==> config.mk <==
export PLATFORM = sky130hd
export DESIGN_NAME = seq_sched
export DESIGN_NICKNAME = d
export VERILOG_FILES = /design/src/rtl/seq_sched.sv
export SDC_FILE = /design/constraint.sdc
export NUM_CORES = 1
export LEC_CHECK = 0
export ABC_AREA = 1
export CAP_MARGIN = 20
export CORE_ASPECT_RATIO = 1.4
export CORE_UTILIZATION = 35
export DETAILED_ROUTE_END_ITERATION = 8
export HOLD_SLACK_MARGIN = 0.08
export MAX_ROUTING_LAYER = met4
export SLEW_MARGIN = 20
export SYNTH_ARGS = -nofsm -noshare
export SYNTH_HDL_FRONTEND = slang
export SYNTH_SLANG_ARGS = --single-unit
==> constraint.sdc <==
create_clock -name clk -period 5.6 [get_ports clk]
set_clock_uncertainty 0.15 [all_clocks]
set_input_delay 1.12 -clock clk [delete_from_list [all_inputs] [get_ports clk]]
set_output_delay 1.12 -clock clk [all_outputs]
set_load 0.005 [all_outputs]
==> src/rtl/seq_sched.sv <==
// Pattern-table sequencer: plays table[0..len] loops times (0 = until stop) as a valid/ready stream.
// First symbol is valid one cycle after start; out/out_valid hold while out_ready is low.
module seq_sched #(
  parameter int W     = 4,
  parameter int DEPTH = 8
) (
  input  logic         clk,
  input  logic         rst,
  input  logic         wr_en,
  input  logic [2:0]   wr_addr,
  input  logic [W-1:0] wr_data,
  input  logic [2:0]   len,
  input  logic [3:0]   loops,
  input  logic         start,
  input  logic         stop,
  output logic [W-1:0] out,
  output logic         out_valid,
  input  logic         out_ready,
  output logic         busy,
  output logic         done
);

  typedef enum logic [1:0] {
    S_IDLE = 2'd0,
    S_RUN  = 2'd1,
    S_DONE = 2'd2
  } state_t;

  state_t       r_state;
  state_t       w_state_nxt;

  logic [W-1:0] r_table [DEPTH];
  logic [W-1:0] r_out;
  logic         r_out_valid;
  logic [2:0]   r_idx;
  logic [3:0]   r_pass;
  logic [2:0]   r_len_q;
  logic [3:0]   r_loops_q;

  logic         w_xfer;
  logic         w_last;
  logic         w_final;
  logic [2:0]   w_idx_inc;

  assign w_xfer    = r_out_valid & out_ready;
  assign w_last    = (r_idx == r_len_q);
  assign w_final   = w_last && (r_loops_q != 4'd0) && (r_pass == r_loops_q);
  assign w_idx_inc = r_idx + 3'd1;

  always_ff @(posedge clk or posedge rst) begin
    if (rst) begin
      r_state <= S_IDLE;
    end else begin
      r_state <= w_state_nxt;
    end
  end

  always_comb begin
    w_state_nxt = r_state;
    case (r_state)
      S_IDLE: begin
        if (start && !stop) w_state_nxt = S_RUN;
      end
      S_RUN: begin
        // Stop wins over a normal end-of-sequence on the same edge; both land in DONE.
        if (stop || (w_xfer && w_final)) w_state_nxt = S_DONE;
      end
      S_DONE: w_state_nxt = S_IDLE;
      default: w_state_nxt = S_IDLE;
    endcase
  end

  always_ff @(posedge clk or posedge rst) begin
    if (rst) begin
      for (int i = 0; i < DEPTH; i++) r_table[i] <= '0;
      r_out       <= '0;
      r_out_valid <= 1'b0;
      r_idx       <= 3'd0;
      r_pass      <= 4'd0;
      r_len_q     <= 3'd0;
      r_loops_q   <= 4'd0;
    end else begin
      case (r_state)
        S_IDLE: begin
          if (wr_en) r_table[wr_addr] <= wr_data;
          // r_table[0] is sampled before the same-edge write lands.
          if (start && !stop) begin
            r_len_q     <= len;
            r_loops_q   <= loops;
            r_idx       <= 3'd0;
            r_pass      <= 4'd1;
            r_out       <= r_table[0];
            r_out_valid <= 1'b1;
          end
        end
        S_RUN: begin
          if (stop) begin
            r_out_valid <= 1'b0;
          end else if (w_xfer) begin
            if (!w_last) begin
              r_idx <= w_idx_inc;
              r_out <= r_table[w_idx_inc];
            end else if (w_final) begin
              r_out_valid <= 1'b0;
            end else begin
              r_idx  <= 3'd0;
              r_out  <= r_table[0];
              r_pass <= r_pass + 4'd1;
            end
          end
        end
        default: begin
        end
      endcase
    end
  end

  assign out       = r_out;
  assign out_valid = r_out_valid;
  assign busy      = (r_state == S_RUN);
  assign done      = (r_state == S_DONE);

endmodule

==> flow_summary.toml, run 1 <==
[run_status]
outcome = "finished, final reports clean"

[finish]
total_area_of_multi_input_combinational_cells_um2 = 1220
post_route_cell_area_um2 = 3200
fillerInstances = 798
drive_gt1_frac = 0.108
num-nets-final = 381
area_delta_synth_final_pct = 16.0
sequential_cell_area_in_the_final_layout_um2 = 1330
num_antenna_cells = 0
cell_count_final_fillers_out = 460

[placement]
globalplace.congestion = 0.778
dp.cells = 452
detailed_place.area_um2 = 3110
io_buffers = 26
dp_hpwl_mm = 4.46

[clock_network]
clk_transition_reported_paths_ns = 0.10
cts.htree.levels = 2
post_cts_buffers = 0
ctsResizeCount = 0
cts-buffers-inserted = 5
cts-hold-fix-buffers = 0
worstSkewPairLatency_ns = 0.31
cts.sinks = 53
tritoncts_clock_tree = "yes"
cts.root.buffer_cell = "clkbuf_8"
clk_buf_depth = 2

[floorplan]
area_of_the_core_um2 = 7700
design.die.area_um2 = 8250
design.portCount = 27
rows = 38
chipHeight_um = 107
floorplan.initialDensity = 0.359
die_width_um = 77.1

[min_path]
timing.hold.worst_path_depth = 2
min-delay-start = "r_table[26]"
hold_class = "flop to flop"
hold-path-endpoint = "r_table[26]"

[critical_path]
worst-setup-path-type = "flop to output port"
path_max_fanout = 7
timing.critical_path.max_delay_family = "buffers and inverters"
slowest_cell_on_crit_path = "clkdlybuf4s50_1"
worstRegToRegCells = 8
rr_endpoint = "out[0]"
end_kind = "output port"
critPathBufInv = 3
critPathLaunchType = "flop"
worstPathCellList = "inv_1, nand2_4, inv_1, clkdlybuf4s50_1"
ff2ff_setup_slack_ns = 3.29
cp_data_arrival_time_ns = 1.67
worst_path_most_repeated_cell = "inv_1"
worstReg2RegStart = "r_idx[0]"
timing.critical_path.slowest_cell_delay_ns = 0.53
worst_ep_required_time_ns = 4.33

[power_and_ir_drop]
peakVddDrop_uv = 146
cellPowerDensity_nw_per_um2 = 425
power_leakage_nw = 1.51
power.total_mw = 1.36

[yosys]
synth_sequential_area_ratio = 0.480
postSynthRegisterBits = 53
synth_fp_nets = 353
syn-mean-instance-area_um2 = 8.34
synthCells = 331
postSynth.topFlopCell = "dfrtp_1"
ys_async_rst_share = 1.00
yosys_warnings = 0
netlist_area_um2 = 2760
number_of_enable_flip_flop_cells_after_synthesis = 0
netlist-cell-type-count = 28

[sta]
slew-limit-headroom = 0.550
hold_viol = 0
maxSlewViolCount = 0
worst_slew_pin_slew_ns = 0.675
fin_crit_sh = 0.524
final_period_minus_worst_setup_slack_ns = 2.94
setup_total_negative_slack_ns = 0
fmax_ghz = 0.341
rsz0062_at_grt = "false"
finalSetupViolations = 0

[global_route]
grt_max_degree = 54
antenna_found_initial = 0
vias_in_the_first_global_route = 2264
globalRouteTotalUtil = 0.168
grt_pass1_wl_mm = 10.7
grt.overflow.total = 0

[routing]
via_per_inst = 4.79
detail_route.iter0.violations = 107
drt_wl_total_mm = 6.07
number_of_iterations_in_the_first_detailed_routing_pass = 4
remaining_drc_errors = 0
post_drt_wl_per_cell_um = 13.2
drt.antenna.violating_nets = 0
count_of_vias_placed_by_the_detailed_router = 2205

[job]
drv.max_cap_violation_count = 0
[synthesized netlist by cell type, drive strengths merged, types with 2 or more instances]
| master | number | share of area |
|---|---|---|
| nand3 | 25 | 0.052 |
| o211ai | 10 | 0.027 |
| a21oi | 9 | 0.016 |
| nand4 | 6 | 0.014 |
| nor3 | 3 | 0.011 |
| inv | 44 | 0.060 |
| mux2 | 3 | 0.012 |
| buf | 4 | 0.014 |
| nor2 | 22 | 0.041 |
| dfrtp | 53 | 0.48 |
| clkbuf | 2 | 0.0027 |
| ha | 2 | 0.0091 |
| nand2 | 97 | 0.15 |
| o21ai | 45 | 0.090 |
| xnor2 | 5 | 0.016 |
[cell usage in the layout, fill, tap and decap left out, drive strengths merged]
cell	count
ha	2
clkbuf	6
nor2	22
nand2	97
buf	1
nand3	25
xor2	1
a21oi	9
dfrtp	53
clkinv	2
inv	44
o21ai	45
mux2	3
clkdlybuf4s50	26
nand4	6
nor3	3
xnor2	5
o211ai	10
[worst min-delay path: stages (launching register included)]
cell and delay (ns):
dfrtp_1 0.35, nand2_1 0.05, o21ai_0 0.06
[state kept, by name, indices dropped and copies added, names as in the netlist]
signal and flops:
r_idx 3, r_state 2, r_loops_q 4, out 4, r_table 32, out_valid 1
r_len_q 3, r_pass 4
[where the power goes]
group / internal (mW) / total [mW] / switching, mW / leakage, nW
sequential: 0.521 / 0.620 / 0.0986 / 0.660
combinational: 0.218 / 0.515 / 0.297 / 0.801
clock: 0.101 / 0.227 / 0.126 / 0.0512
[cell families (layout without fill, tap and decap cells)]
| logic type | after synthesis | count (layout) | synth area share |
|---|---|---|---|
| adder cells (fa/ha/maj) | 2 | 2 | 0.00906 |
| XOR/XNOR | 6 | 6 | 0.0190 |
| AND/OR/NAND/NOR | 153 | 153 | 0.269 |
| buffers and inverters | 50 | 79 | 0.0770 |
| flip-flops | 53 | 53 | 0.480 |
| AO/OA/AOI/OAI | 64 | 64 | 0.133 |
| multiplexers | 3 | 3 | 0.0122 |
[stage by stage]
| stage | setup slack [ns] | utilization | hold slack [ns] |
|---|---|---|---|
| 2_1_floorplan | 3.04 | - | 0.298 |
| 3_3_place_gp | 2.65 | 0.403 | 0.313 |
| 3_5_place_dp | 2.61 | 0.403 | 0.320 |
| 4_1_cts | 2.64 | 0.416 | 0.342 |
| 5_1_grt | 2.58 | 0.416 | 0.359 |
| 6_report | 2.66 | 0.416 | 0.336 |
[per-layer routing]
| layer | up-vias | global-route usage | part of all wire | routed length (µm) |
|---|---|---|---|---|
| li1 | 1128 | - | - | - |
| met1 | 1038 | 0.192 | 0.42 | 2570 |
| met2 | 35 | 0.312 | 0.54 | 3300 |
| met3 | 4 | 0.0204 | 0.023 | 139 |
| met4 | 0 | 0.0404 | 0.010 | 61 |
| met5 | - | - | 0 | 0 |
[worst max-delay path by stage]
stage | from | endpoint | slack (ns) | cells past startpoint
2_1_floorplan | rst | out[0] | 3.04 | 1
3_3_place_gp | stop | out[0] | 2.65 | 8
3_5_place_dp | stop | out[0] | 2.61 | 8
4_1_cts | r_state[1] | busy | 2.64 | 4
5_1_grt | r_state[1] | busy | 2.58 | 4
6_report | r_state[1] | busy | 2.66 | 4
[layout make-up]
class	instances	share of cell area
Timing Repair Buffer	27	0.0836
Inverter	44	0.0516
Clock inverter	2	0.00430
Tap cell	100	0.0391
Multi-Input combinational cell	228	0.382
Sequential cell	53	0.414
Clock buffer	6	0.0258
No activity file was read; power rests on OpenSTA's default activity.
==> inputs of run 2 (changes only) <==
- clock period: 5.6 -> 2.5 ns (I/O delays scaled with it)
==> run 2 against run 1 <==
Global-route usage up 0.15 points. Register-to-register slack worse by 2.7 ns. Clock power up 110%. Critical path depth unchanged. Utilization up 0.44 points. Combinational power up 140%. Non-clock buffer count up 5. Final cell count up 1.1%. Via count up 2.0%.
==> flow_summary.toml, run 2 (same netlist as run 1, synthesis figures left out) <==
[sta]
slew-limit-headroom = 0.671
setup_total_negative_slack_ns = 0
final_period_minus_worst_setup_slack_ns = 2.31
fmax_ghz = 0.433
rsz0062_at_grt = "false"
finalSetupViolations = 0
worst_slew_pin_slew_ns = 0.490
fin_crit_sh = 0.924
maxSlewViolCount = 0
worst_slack_on_hold_paths_ns = 0.340
hold_viol = 0

[finish]
flip_flop_count_of_the_largest_register_after_layout = 32
num-nets-final = 386
num_antenna_cells = 0
area_delta_synth_final_pct = 17.2
mostFrequentLayoutCell = "nand2_1"
max_flop_register = "r_table"
layout.cells.most_common_list = "85 x nand2_1, 53 x dfrtp_1, 41 x inv_1, 41 x o21ai_0, 26 x clkdlybuf4s50_1"
drive_gt1_frac = 0.112

[floorplan]
design.die.area_um2 = 8250
chipHeight_um = 107
die_width_um = 77.1
rows = 38
design.portCount = 27
area_of_the_core_um2 = 7700
floorplan.initialDensity = 0.359

[clock_network]
cts.root.buffer_cell = "clkbuf_8"
ctsResizeCount = 0
worstSkewPairLatency_ns = 0.31
tritoncts_clock_tree = "yes"
clk_buf_depth = 2
cts.htree.levels = 2
clk_transition_reported_paths_ns = 0.09
cts-hold-fix-buffers = 0
post_cts_buffers = 0
cts.sinks = 53
cts-buffers-inserted = 5

[global_route]
grt_pass1_wl_mm = 10.5
grt_max_degree = 54
vias_in_the_first_global_route = 2268
globalRouteTotalUtil = 0.170
antenna_found_initial = 0
grt.overflow.total = 0

[critical_path]
end_kind = "output port"
timing.critical_path.max_delay_family = "buffers and inverters"
critPathBufInv = 3
slowest_cell_on_crit_path = "clkdlybuf4s50_1"
worst-setup-path-type = "flop to output port"
worstPathCellList = "inv_1, nand2_4, inv_1, clkdlybuf4s50_1"
critPathLaunchType = "flop"
timing.critical_path.slowest_cell_delay_ns = 0.54
path_max_fanout = 7
cp_data_arrival_time_ns = 1.66
worst_ep_required_time_ns = 1.85
worst_path_most_repeated_cell = "inv_1"

[routing]
post_drt_wl_per_cell_um = 13.2
met2_wirelength_mm = 3.30
via_per_inst = 4.84
maxUsedRoutingLayer = "met4"
number_of_iterations_in_the_first_detailed_routing_pass = 4
wl_met3_um = 171
count_of_vias_placed_by_the_detailed_router = 2249
detail_route.wirelength.met1_mm = 2.56
drt_wl_total_mm = 6.15
detail_route.iter0.violations = 88
remaining_drc_errors = 0
drt.antenna.violating_nets = 0

[power_and_ir_drop]
cellPowerDensity_nw_per_um2 = 943
power_leakage_nw = 1.53
power.combinational.fraction = 0.400
switching_power_mw = 1.16
sequentialPowerShare = 0.446
power.share.clock = 0.154
power_switching_share = 0.381
peakVddDrop_uv = 368
internal-power_mw = 1.89

[job]
drv.max_cap_violation_count = 0

[placement]
io_buffers = 26
globalplace.congestion = 0.797
dp_hpwl_mm = 4.55

[min_path]
hold_class = "flop to flop"

[run_status]
outcome = "finished, final reports clean"
## run 2: cell count changes in the layout (fill, tap and decap cells not counted)
cell	delta
buf_12	+1
clkbuf_8	-1
buf_4	+4
clkinv_4	-1
clkinv_2	-1
clkbuf_1	+3
## run 2: final timing paths
check | start | endpoint | slack [ns] | cells past startpoint
setup / recovery | r_state[1] | busy | 0.19 | 4
hold / removal | r_table[23] | r_table[23] | 0.34 | 2
max in group asynchronous | rst | out[1] | 1.56 | 3
min in group asynchronous | rst | r_loops_q[0] | 0.39 | 3
hold reg to reg | r_table[23] | r_table[23] | 0.34 | 2
setup reg to reg | r_idx[1] | out[3] | 0.57 | 8
## run 2: cell type report
type                    count  area [µm²]
fillers                   805        4470
clock buffers               8        80.1
inverters                  44         165
repair buffers             32         318
multi-input cells         228        1220
well taps                 100         125
flip-flops and latches     53        1330
## run 2: power by group through the flow
stage	clock, mW	sequential (mW)	combinational, mW
detailed placement	0	1.38	1.24
global placement	0	1.37	1.22
global route	0.517	1.40	1.41
floorplan	0	1.33	0.901
finish	0.470	1.36	1.22
CTS	0.487	1.36	1.24
## run 2: worst reg2reg max path, cell delays in order, from the launching register on
cell	delay, ns
dfrtp_1	0.44
ha_1	0.42
inv_1	0.21
o21ai_0	0.12
a21oi_1	0.15
nor2_1	0.08
nor2_1	0.10
nand3_1	0.10
nand3_2	0.09
## run 2: routing by layer
metal / GRT usage / up-vias
met3: 0.0213 / 6
met4: 0.0728 / 0
li1: - / 1134
met2: 0.309 / 40
met5: - / -
met1: 0.185 / 1069
## run 2: per-stage QoR
stage	setup WS [ns]	instance area, µm²	std cells	power, mW	util
2_1_floorplan	0.564	2760	331	2.23	-
3_3_place_gp	0.360	3160	457	2.59	0.410
3_5_place_dp	0.323	3160	457	2.62	0.410
4_1_cts	0.172	3240	465	3.09	0.420
5_1_grt	0.113	3240	465	3.33	0.420
6_report	0.189	3240	465	3.05	0.420
